===== config.mk =====
export PLATFORM = sky130hd
export DESIGN_NAME = icache_axi_bridge
export DESIGN_NICKNAME = d
export VERILOG_FILES = /design/src/rtl/cache_axi_pkg.sv /design/src/rtl/strb_gen.sv /design/src/rtl/icache_axi_bridge.sv
export SDC_FILE = /design/constraint.sdc
export NUM_CORES = 1
export LEC_CHECK = 0
export BUFFER_PORTS_ARGS = -buffer_cell sky130_fd_sc_hd__buf_2
export CAP_MARGIN = 15
export CORE_AREA = 2 2 116 118
export CTS_BUF_LIST = sky130_fd_sc_hd__clkbuf_2 sky130_fd_sc_hd__clkbuf_4 sky130_fd_sc_hd__clkbuf_8
export CTS_CLUSTER_SIZE = 14
export DETAILED_ROUTE_END_ITERATION = 10
export DIE_AREA = 0 0 118 120
export HOLD_SLACK_MARGIN = 0.08
export PLACE_DENSITY = 0.75
export SKIP_CTS_REPAIR_TIMING = 1
export SLEW_MARGIN = 40
export SYNTH_ARGS = -nofsm -noshare
export SYNTH_HDL_FRONTEND = slang
export SYNTH_SLANG_ARGS = --single-unit

===== constraint.sdc =====
create_clock -name clk -period 1.5 [get_ports clk]
set_input_delay 0.3 -clock clk [delete_from_list [all_inputs] [get_ports clk]]
set_output_delay 0.3 -clock clk [all_outputs]
set_load 0.01 [all_outputs]

===== src/rtl/cache_axi_pkg.sv =====
// Shared definitions for the cache-to-AXI bridges: bus widths, fixed AXI
// encodings, bridge FSM states and the latched request payload.
package cache_axi_pkg;

    localparam int unsigned ADDR_W = 32;
    localparam int unsigned DATA_W = 32;
    localparam int unsigned STRB_W = DATA_W / 8;
    localparam int unsigned ID_W   = 4;
    localparam int unsigned LEN_W  = 8;
    localparam int unsigned SIZE_W = 2;

    localparam logic [1:0]       AXI_BURST_INCR = 2'b01;
    localparam logic [LEN_W-1:0] AXI_LEN_SINGLE = LEN_W'(0);

    localparam logic [SIZE_W-1:0] SIZE_BYTE = 2'd0;
    localparam logic [SIZE_W-1:0] SIZE_HALF = 2'd1;
    localparam logic [SIZE_W-1:0] SIZE_WORD = 2'd2;

    typedef enum logic [2:0] {
        IDLE = 3'd0,
        AR   = 3'd1,
        R    = 3'd2,
        AW_W = 3'd3,
        B    = 3'd4
    } bridge_state_e;

    typedef struct packed {
        logic [ADDR_W-1:0] addr;
        logic [SIZE_W-1:0] size;
        logic              wr;
        logic [DATA_W-1:0] wdata;
    } cache_req_t;

    // Cache-side size (bytes = 2**size) maps straight onto AxSIZE.
    function automatic logic [2:0] axi_size(input logic [SIZE_W-1:0] size);
        return {1'b0, size};
    endfunction

endpackage


===== src/rtl/strb_gen.sv =====
// Byte-lane write strobe from transfer size and the low address bits.
module strb_gen
    import cache_axi_pkg::*;
(
    input  logic [SIZE_W-1:0] size_i,
    input  logic [1:0]        addr_lo_i,
    output logic [STRB_W-1:0] strb_o
);

    always_comb begin
        strb_o = '1;
        case (size_i)
            SIZE_BYTE: strb_o = STRB_W'(4'b0001 << addr_lo_i);
            SIZE_HALF: strb_o = addr_lo_i[1] ? STRB_W'(4'b1100) : STRB_W'(4'b0011);
            default:   strb_o = '1;
        endcase
    end

endmodule


===== src/rtl/icache_axi_bridge.sv =====
// Single-outstanding bridge from the i-cache sram-like port to AXI single-beat
// reads and writes.
module icache_axi_bridge
    import cache_axi_pkg::*;
#(
    parameter logic [ID_W-1:0] RD_ID = 4'd0,
    parameter logic [ID_W-1:0] WR_ID = 4'd1
) (
    input  logic                clk,
    input  logic                rst,

    input  logic                cache_inst_req,
    input  logic                cache_inst_wr,
    input  logic [SIZE_W-1:0]   cache_inst_size,
    input  logic [ADDR_W-1:0]   cache_inst_addr,
    input  logic [DATA_W-1:0]   cache_inst_wdata,
    output logic [DATA_W-1:0]   cache_inst_rdata,
    output logic                cache_inst_addr_ok,
    output logic                cache_inst_data_ok,

    output logic [ID_W-1:0]     arid,
    output logic [ADDR_W-1:0]   araddr,
    output logic [LEN_W-1:0]    arlen,
    output logic [2:0]          arsize,
    output logic [1:0]          arburst,
    output logic                arvalid,
    input  logic                arready,
    input  logic [ID_W-1:0]     rid,
    input  logic [DATA_W-1:0]   rdata,
    input  logic [1:0]          rresp,
    input  logic                rlast,
    input  logic                rvalid,
    output logic                rready,

    output logic [ID_W-1:0]     awid,
    output logic [ADDR_W-1:0]   awaddr,
    output logic [LEN_W-1:0]    awlen,
    output logic [2:0]          awsize,
    output logic [1:0]          awburst,
    output logic                awvalid,
    input  logic                awready,
    output logic [ID_W-1:0]     wid,
    output logic [DATA_W-1:0]   wdata,
    output logic [STRB_W-1:0]   wstrb,
    output logic                wlast,
    output logic                wvalid,
    input  logic                wready,
    input  logic [ID_W-1:0]     bid,
    input  logic [1:0]          bresp,
    input  logic                bvalid,
    output logic                bready
);

    bridge_state_e state_q, state_d;
    cache_req_t    req_q, req_d;

    logic arvalid_q, arvalid_d;
    logic rready_q,  rready_d;
    logic awvalid_q, awvalid_d;
    logic wvalid_q,  wvalid_d;
    logic bready_q,  bready_d;

    logic              accept_c;
    logic              data_ok_c;
    logic [STRB_W-1:0] strb_c;

    // Response IDs and error codes are intentionally not acted upon.
    logic unused_resp;
    assign unused_resp = ^{rid, rresp, bid, bresp};

    assign accept_c = cache_inst_req & (state_q == IDLE);

    // Next-state, payload capture and handshake bookkeeping.
    always_comb begin
        state_d   = state_q;
        req_d     = req_q;
        arvalid_d = arvalid_q;
        rready_d  = rready_q;
        awvalid_d = awvalid_q;
        wvalid_d  = wvalid_q;
        bready_d  = bready_q;
        data_ok_c = 1'b0;

        case (state_q)
            IDLE: begin
                if (cache_inst_req) begin
                    req_d.addr  = cache_inst_addr;
                    req_d.size  = cache_inst_size;
                    req_d.wr    = cache_inst_wr;
                    req_d.wdata = cache_inst_wdata;
                    if (cache_inst_wr) begin
                        awvalid_d = 1'b1;
                        wvalid_d  = 1'b1;
                        state_d   = AW_W;
                    end else begin
                        arvalid_d = 1'b1;
                        state_d   = AR;
                    end
                end
            end
            AR: begin
                if (arready) begin
                    arvalid_d = 1'b0;
                    rready_d  = 1'b1;
                    state_d   = R;
                end
            end
            R: begin
                if (rvalid && rlast) begin
                    data_ok_c = 1'b1;
                    rready_d  = 1'b0;
                    state_d   = IDLE;
                end
            end
            AW_W: begin
                // Address and data channels retire independently, in any order.
                if (awready) awvalid_d = 1'b0;
                if (wready)  wvalid_d  = 1'b0;
                if (!awvalid_d && !wvalid_d) begin
                    bready_d = 1'b1;
                    state_d  = B;
                end
            end
            B: begin
                if (bvalid) begin
                    data_ok_c = 1'b1;
                    bready_d  = 1'b0;
                    state_d   = IDLE;
                end
            end
            default: state_d = IDLE;
        endcase
    end

    always_ff @(posedge clk) begin
        if (rst) begin
            state_q   <= IDLE;
            req_q     <= '0;
            arvalid_q <= 1'b0;
            rready_q  <= 1'b0;
            awvalid_q <= 1'b0;
            wvalid_q  <= 1'b0;
            bready_q  <= 1'b0;
        end else begin
            state_q   <= state_d;
            req_q     <= req_d;
            arvalid_q <= arvalid_d;
            rready_q  <= rready_d;
            awvalid_q <= awvalid_d;
            wvalid_q  <= wvalid_d;
            bready_q  <= bready_d;
        end
    end

    strb_gen u_strb_gen (
        .size_i    (req_q.size),
        .addr_lo_i (req_q.addr[1:0]),
        .strb_o    (strb_c)
    );

    assign cache_inst_addr_ok = accept_c;
    // A response landing in a reset cycle belongs to an abandoned transaction.
    assign cache_inst_data_ok = data_ok_c & ~rst;
    assign cache_inst_rdata   = rdata;

    assign arid    = RD_ID;
    assign araddr  = req_q.addr;
    assign arlen   = AXI_LEN_SINGLE;
    assign arsize  = axi_size(req_q.size);
    assign arburst = AXI_BURST_INCR;
    assign arvalid = arvalid_q;
    assign rready  = rready_q;

    assign awid    = WR_ID;
    assign awaddr  = req_q.addr;
    assign awlen   = AXI_LEN_SINGLE;
    assign awsize  = axi_size(req_q.size);
    assign awburst = AXI_BURST_INCR;
    assign awvalid = awvalid_q;
    assign wid     = WR_ID;
    assign wdata   = req_q.wdata;
    assign wstrb   = req_q.wr ? strb_c : '0;
    assign wlast   = 1'b1;
    assign wvalid  = wvalid_q;
    assign bready  = bready_q;

endmodule


# ---- Yosys cells after proc, flatten, opt, wreduce, memory -nomap -nowiden
# Index checks and enable logic that the tools add are counted.
dict set report word_totals {
  regBits 75
  in_bits 120
  output_inout_bits 178
  elab_cells 73
}
dict set report classes {
  n_eq_ne 12
  mux 31
  reduce_logical 16
  n_shift 1
  n_bitwise 3
}
# cell count
set op_table {}
lappend op_table {{$mux W1} 15}
lappend op_table {{$mux W3} 5}
lappend op_table {{$pmux W3 S5} 1}
lappend op_table {{$ne A2 B2 Y1 const B} 7}
lappend op_table {{$pmux W1 S2} 6}
lappend op_table {{$reduce_and A3 Y1} 3}
lappend op_table {{$mux W4} 2}
lappend op_table {{$pmux W4 S2} 1}
lappend op_table {{$reduce_bool A2 Y1} 4}
lappend op_table {{$eq A3 B2 Y1 const B} 2}
lappend op_table {{$reduce_and A5 Y1} 1}
lappend op_table {{$reduce_and A4 Y1} 1}
lappend op_table {{$shl A1 B2 Y4 const A} 1}
lappend op_table {{$eq A3 B1 Y1 const B} 1}
lappend op_table {{$eq A3 B3 Y1 const B} 1}
lappend op_table {{$logic_not A3 Y1} 1}
lappend op_table {{$and A1 B1 Y1} 2}
lappend op_table {{$eq A2 B1 Y1 const B} 1}
lappend op_table {{$logic_and A1 B1 Y1} 2}
lappend op_table {{$logic_not A1 Y1} 2}
lappend op_table {{$logic_not A2 Y1} 1}
lappend op_table {{$mux W2} 1}
lappend op_table {{$reduce_and A2 Y1} 1}
lappend op_table {{$not A1 Y1} 1}

# ---- Longest topological paths before layout
dict set report logic_depth {
  depth_word 6
  mapped_depth 8
  ltp_nobuf 4
}

# ---- Hierarchy
# From an unflattened synthesis, not the netlist that was laid out.
dict set report hier_totals {
  cells_unflattened 522
  area_unflattened_um2 4066.4
}
# mod seq_area_each_um2 cells_each n_inst area_each_um2
set by_module_without_submodules {}
lappend by_module_without_submodules {icache_axi_bridge 1501.4 515 1 4022.6}
lappend by_module_without_submodules {strb_gen 0.0 7 1 43.8}

# ---- Worst setup path before layout
# Ideal clock, no wire load.
dict set report synth_path {
  kind {register to output}
  start {register state_q[2]}
  end {output port cache_inst_addr_ok}
  arrival_ns 1.318
  slack_ns -0.118
  path_buffers 3
  path_stages_with_launch 6
  cell_sequence {dfxtp_1 > buf_6 > or4b_1 > buf_2 > clkinv_2 > buf_2}
}
dict set report synth_between {
  elab_chain_cells 2
}
# item line_no
set synth_rtl {}
lappend synth_rtl {{from (decl)} icache_axi_bridge.sv:54} ;# bridge_state_e state_q, state_d;
lappend synth_rtl {{from (signal assigned)} icache_axi_bridge.sv:145} ;# state_q <= state_d;
lappend synth_rtl {{$logic_not A3 Y1} icache_axi_bridge.sv:71} ;# assign accept_c = cache_inst_req & (state_q == IDLE);
lappend synth_rtl {{$and A1 B1 Y1} icache_axi_bridge.sv:71}
lappend synth_rtl {{to (decl)} icache_axi_bridge.sv:18} ;# output logic cache_inst_addr_ok,
# No other way between the ends.

# ---- Worst setup path in the final report
dict set report layout_path {
  start {register state_q[0]}
  end {output port cache_inst_addr_ok}
}
# Same word-level chain as after synthesis.

==> summary.txt <==
Run status
  • Status: finished with violations
  • Failing checks: negative setup slack

STA
  • Final hold vios: 0
  • RSZ-0062 raised after global routing: yes
  • Max-slew violations: 0
  • # setup viols final: 62
  • Clk_skew: about 0.0062 ns
  • Hold WS: 0.173 ns
  • Setup WS post-layout: -0.274 ns
  • Tmin final: between 1.5 and 2 ns
  • Crit share post-route: 1.18
  • Fmax: 564 MHz

GRT
  • Overall routing resource usage: 0.121
  • Pin count of the biggest net entering global routing: 75
  • Initial antenna violation count: 0
  • Vias in the first global route: 2669
  • Gr ovfl total: 0
  • First-pass GRT wire length: between 10 and 15 mm

Drt
  • Vias: about 3100
  • Detail Route Antenna Nets: 0
  • Total Routed Length: 9.30 mm
  • Vias per cell: around 4
  • 1st-iter DRT viols: 89
  • Total iterations of the first detailed-routing run: 4
  • WL/cell: 12.2 um
  • DR DRC count: 0

Placed design
  • Area post-placement: between 4000 and 5000 um2
  • IO buf count: 186
  • Routability Congestion: 0.734
  • DP Wirelength: 6.58 mm

Yosys
  • Sequential area share after synthesis: 0.371
  • Post-synthesis mux area share: 0.00741
  • Simple-Gate Fraction of Synth Area: 0.156
  • #FFs+latches synth: 75
  • Syn avg cell area: 7.74 um2
  • Top cell type by total area after synthesis: dfxtp_1
  • Syn Std Cell Area: 4050 um2
  • Main combinational cell family by area after synthesis: buffers and inverters
  • Synth Area in Adders: 0
  • Synthesis Warnings: 0
  • Cells after synthesis: 523
  • Top-area cell type share of the netlist area: 0.371
  • Largest cells by area after synthesis: dfxtp_1 37%, buf_4 31%, nand2_1 13%
  • Area share of xor/xnor cells in the synthesized design: 0
  • Synth Area in Compound Gates: 0.114
  • Yosys cell types: 28

Finish
  • NumNets Final: 702
  • Diode count: 0
  • Total area of sequential cells: about 1500 um2
  • Synthesis-to-finish area growth: 12.9%
  • Area of the multi-input gates: 1360 um2
  • Post-Layout Inst Area: approximately 4600 um2
  • # fillers: 1372
  • Commonest non-fill, non-tap cell in the layout: buf_2
  • Layout cell share with drive strength beyond 1: 0.429
  • Commonest cells after routing, fill and taps aside: 186 x buf_2, 139 x nand2_1, 71 x dfxtp_1, 58 x a21oi_1, 35 x conb_1

Worst setup path
  • Max incr delay on CP: approximately 0.58 ns
  • Max FO, Critical Path: 6
  • Worst R2R End: araddr[13]
  • Reg2Reg Launch Point: state_q[0]
  • CP Data Required Time: approximately 1.2 ns
  • Slowest CP cell: or4b_4
  • Crit. End Element: primary output
  • Arrival @ worst endpoint: about 1.5 ns
  • Flop2flop setup slack: -0.13 ns
  • Critical path capture point: cache_inst_addr_ok
  • CP startpoint: state_q[0]
  • Setup crit start kind: flip-flop
  • Crit Path Category: reg -> out
  • R2R depth: 6
  • CP cell instances: or4b_4 > inv_8 > buf_2

Floorplanning
  • Die Y: 120 um
  • Row Count: 42
  • Io pins: 298
  • Die X: 118 um
  • Die area: 14200 um2
  • Initial Utilization: 0.312
  • CORE AREA: between 10000 and 15000 um2

Power
  • Psw: 2.58 mW
  • Sequential share of power: 0.356
  • Clock power frac: 0.255
  • Pwr/cell area: between 1500 and 2000 nW/um2
  • Max VDD drop: 0.000581 V
  • Power share of the combinational group: 0.389
  • Sw Ratio: 0.348
  • Int Pwr: 4.83 mW
  • Leakage: between 2 and 2.5 nW

Clock tree
  • CTS buffer count: 9
  • Clock-pin slew on the worst setup and hold paths: 0.07 ns
  • Clk Latency, worst-skew pair: 0.35 ns
  • Htree depth: 3
  • Longest Clk Path Bufs: 2
  • CTS Root Cell: clkbuf_8
  • TritonCTS Sinks: 75
  • CTS tree: built

Run
  • Maxcap violations: 0

Worst hold path
  • HP Class: in -> reg
## per-stage QoR
| stage | util | cells | power (mW) | TNS (ns) | setup WS (ns) |
|---|---|---|---|---|---|
| detailed placement | 0.316 | 741 | 5.19 | -11.89 | -0.211 |
| global placement | 0.316 | 741 | 5.15 | -9.89 | -0.178 |
| CTS | 0.335 | 757 | 7.12 | -11.51 | -0.573 |
| global route | 0.352 | 763 | 7.92 | -8.78 | -0.343 |
| finish | 0.352 | 763 | 7.41 | -4.89 | -0.274 |
| floorplan | - | 556 | 4.95 | -0.858 | -0.0409 |
## kinds of logic (layout without fill, tap and decap cells)
| kind of cell | after synthesis | count (layout) |
|---|---|---|
| simple gates | 160 | 160 |
| flops | 75 | 75 |
| mux | 3 | 3 |
| compound gates | 85 | 85 |
| other cells | 2 | 35 |
| buf+inv | 198 | 229 |
## power groups by stage
stage,sequential (mW),combinational [mW],clock [mW]
final,2.64,2.88,1.89
after global routing,2.69,3.16,2.07
after CTS,2.61,2.54,1.97
after detailed placement,2.66,2.53,0
after global placement,2.64,2.51,0
after floorplan,2.63,2.32,0
## cell usage after synthesis
cell,count
clkbuf_1,13
or4b_1,1
a211oi_1,2
dfxtp_1,75
buf_2,7
nor3_1,1
nand3b_1,2
nor2b_1,3
o21ai_0,2
a31oi_1,2
o221ai_1,1
nand2_1,139
nand3_1,3
buf_6,5
mux2i_1,3
inv_1,5
a21oi_1,72
buf_4,167
nor2_1,9
clkinv_2,1
nand2b_1,1
nor3b_1,1
o211ai_1,1
a32oi_1,1
a22oi_1,1
a311oi_2,1
o21a_1,2
conb_1,2
## final cells by class
class | instances | area share
clock buffer | 11 | 0.0317
clock inverter | 5 | 0.0219
inverter | 6 | 0.00657
multi-input combinational | 283 | 0.296
sequential | 75 | 0.331
tap | 176 | 0.0482
timing repair buffer | 207 | 0.264
## worst min-delay path by stage
stage,depth (start not counted),slack [ns],endpoint,start
6_report,3,0.17,arsize[0],cache_inst_size[0]
5_1_grt,3,0.15,araddr[1],cache_inst_addr[1]
4_1_cts,3,0.14,wdata[26],cache_inst_wdata[26]
3_5_place_dp,2,0.44,wdata[16],wdata[16]
3_3_place_gp,2,0.44,wdata[22],wdata[22]
2_1_floorplan,1,0.42,arvalid,arready
## registers in the layout (all words and copies together), names as in the netlist
register and cells:
arvalid 1, wdata 32, awvalid 1, req_q 1, wvalid 1, araddr 32
rready 1, arsize 2, bready 1, state_q 3
## critical path: cells and delay by family (launching register included)
| family | cells | cell delay, ns |
|---|---|---|
| simple gates | 1 | 0.58 |
| flops | 1 | 0.31 |
| buf+inv | 2 | 0.23 |
## layer usage
metal,up-vias,global-route usage,wire (um)
li1,1571,-,-
met2,115,0.204,4590
met1,1409,0.136,3960
met4,0,0.0655,251
met3,26,0.0371,496
met5,-,0,0
(Power assumes the default switching activity.)
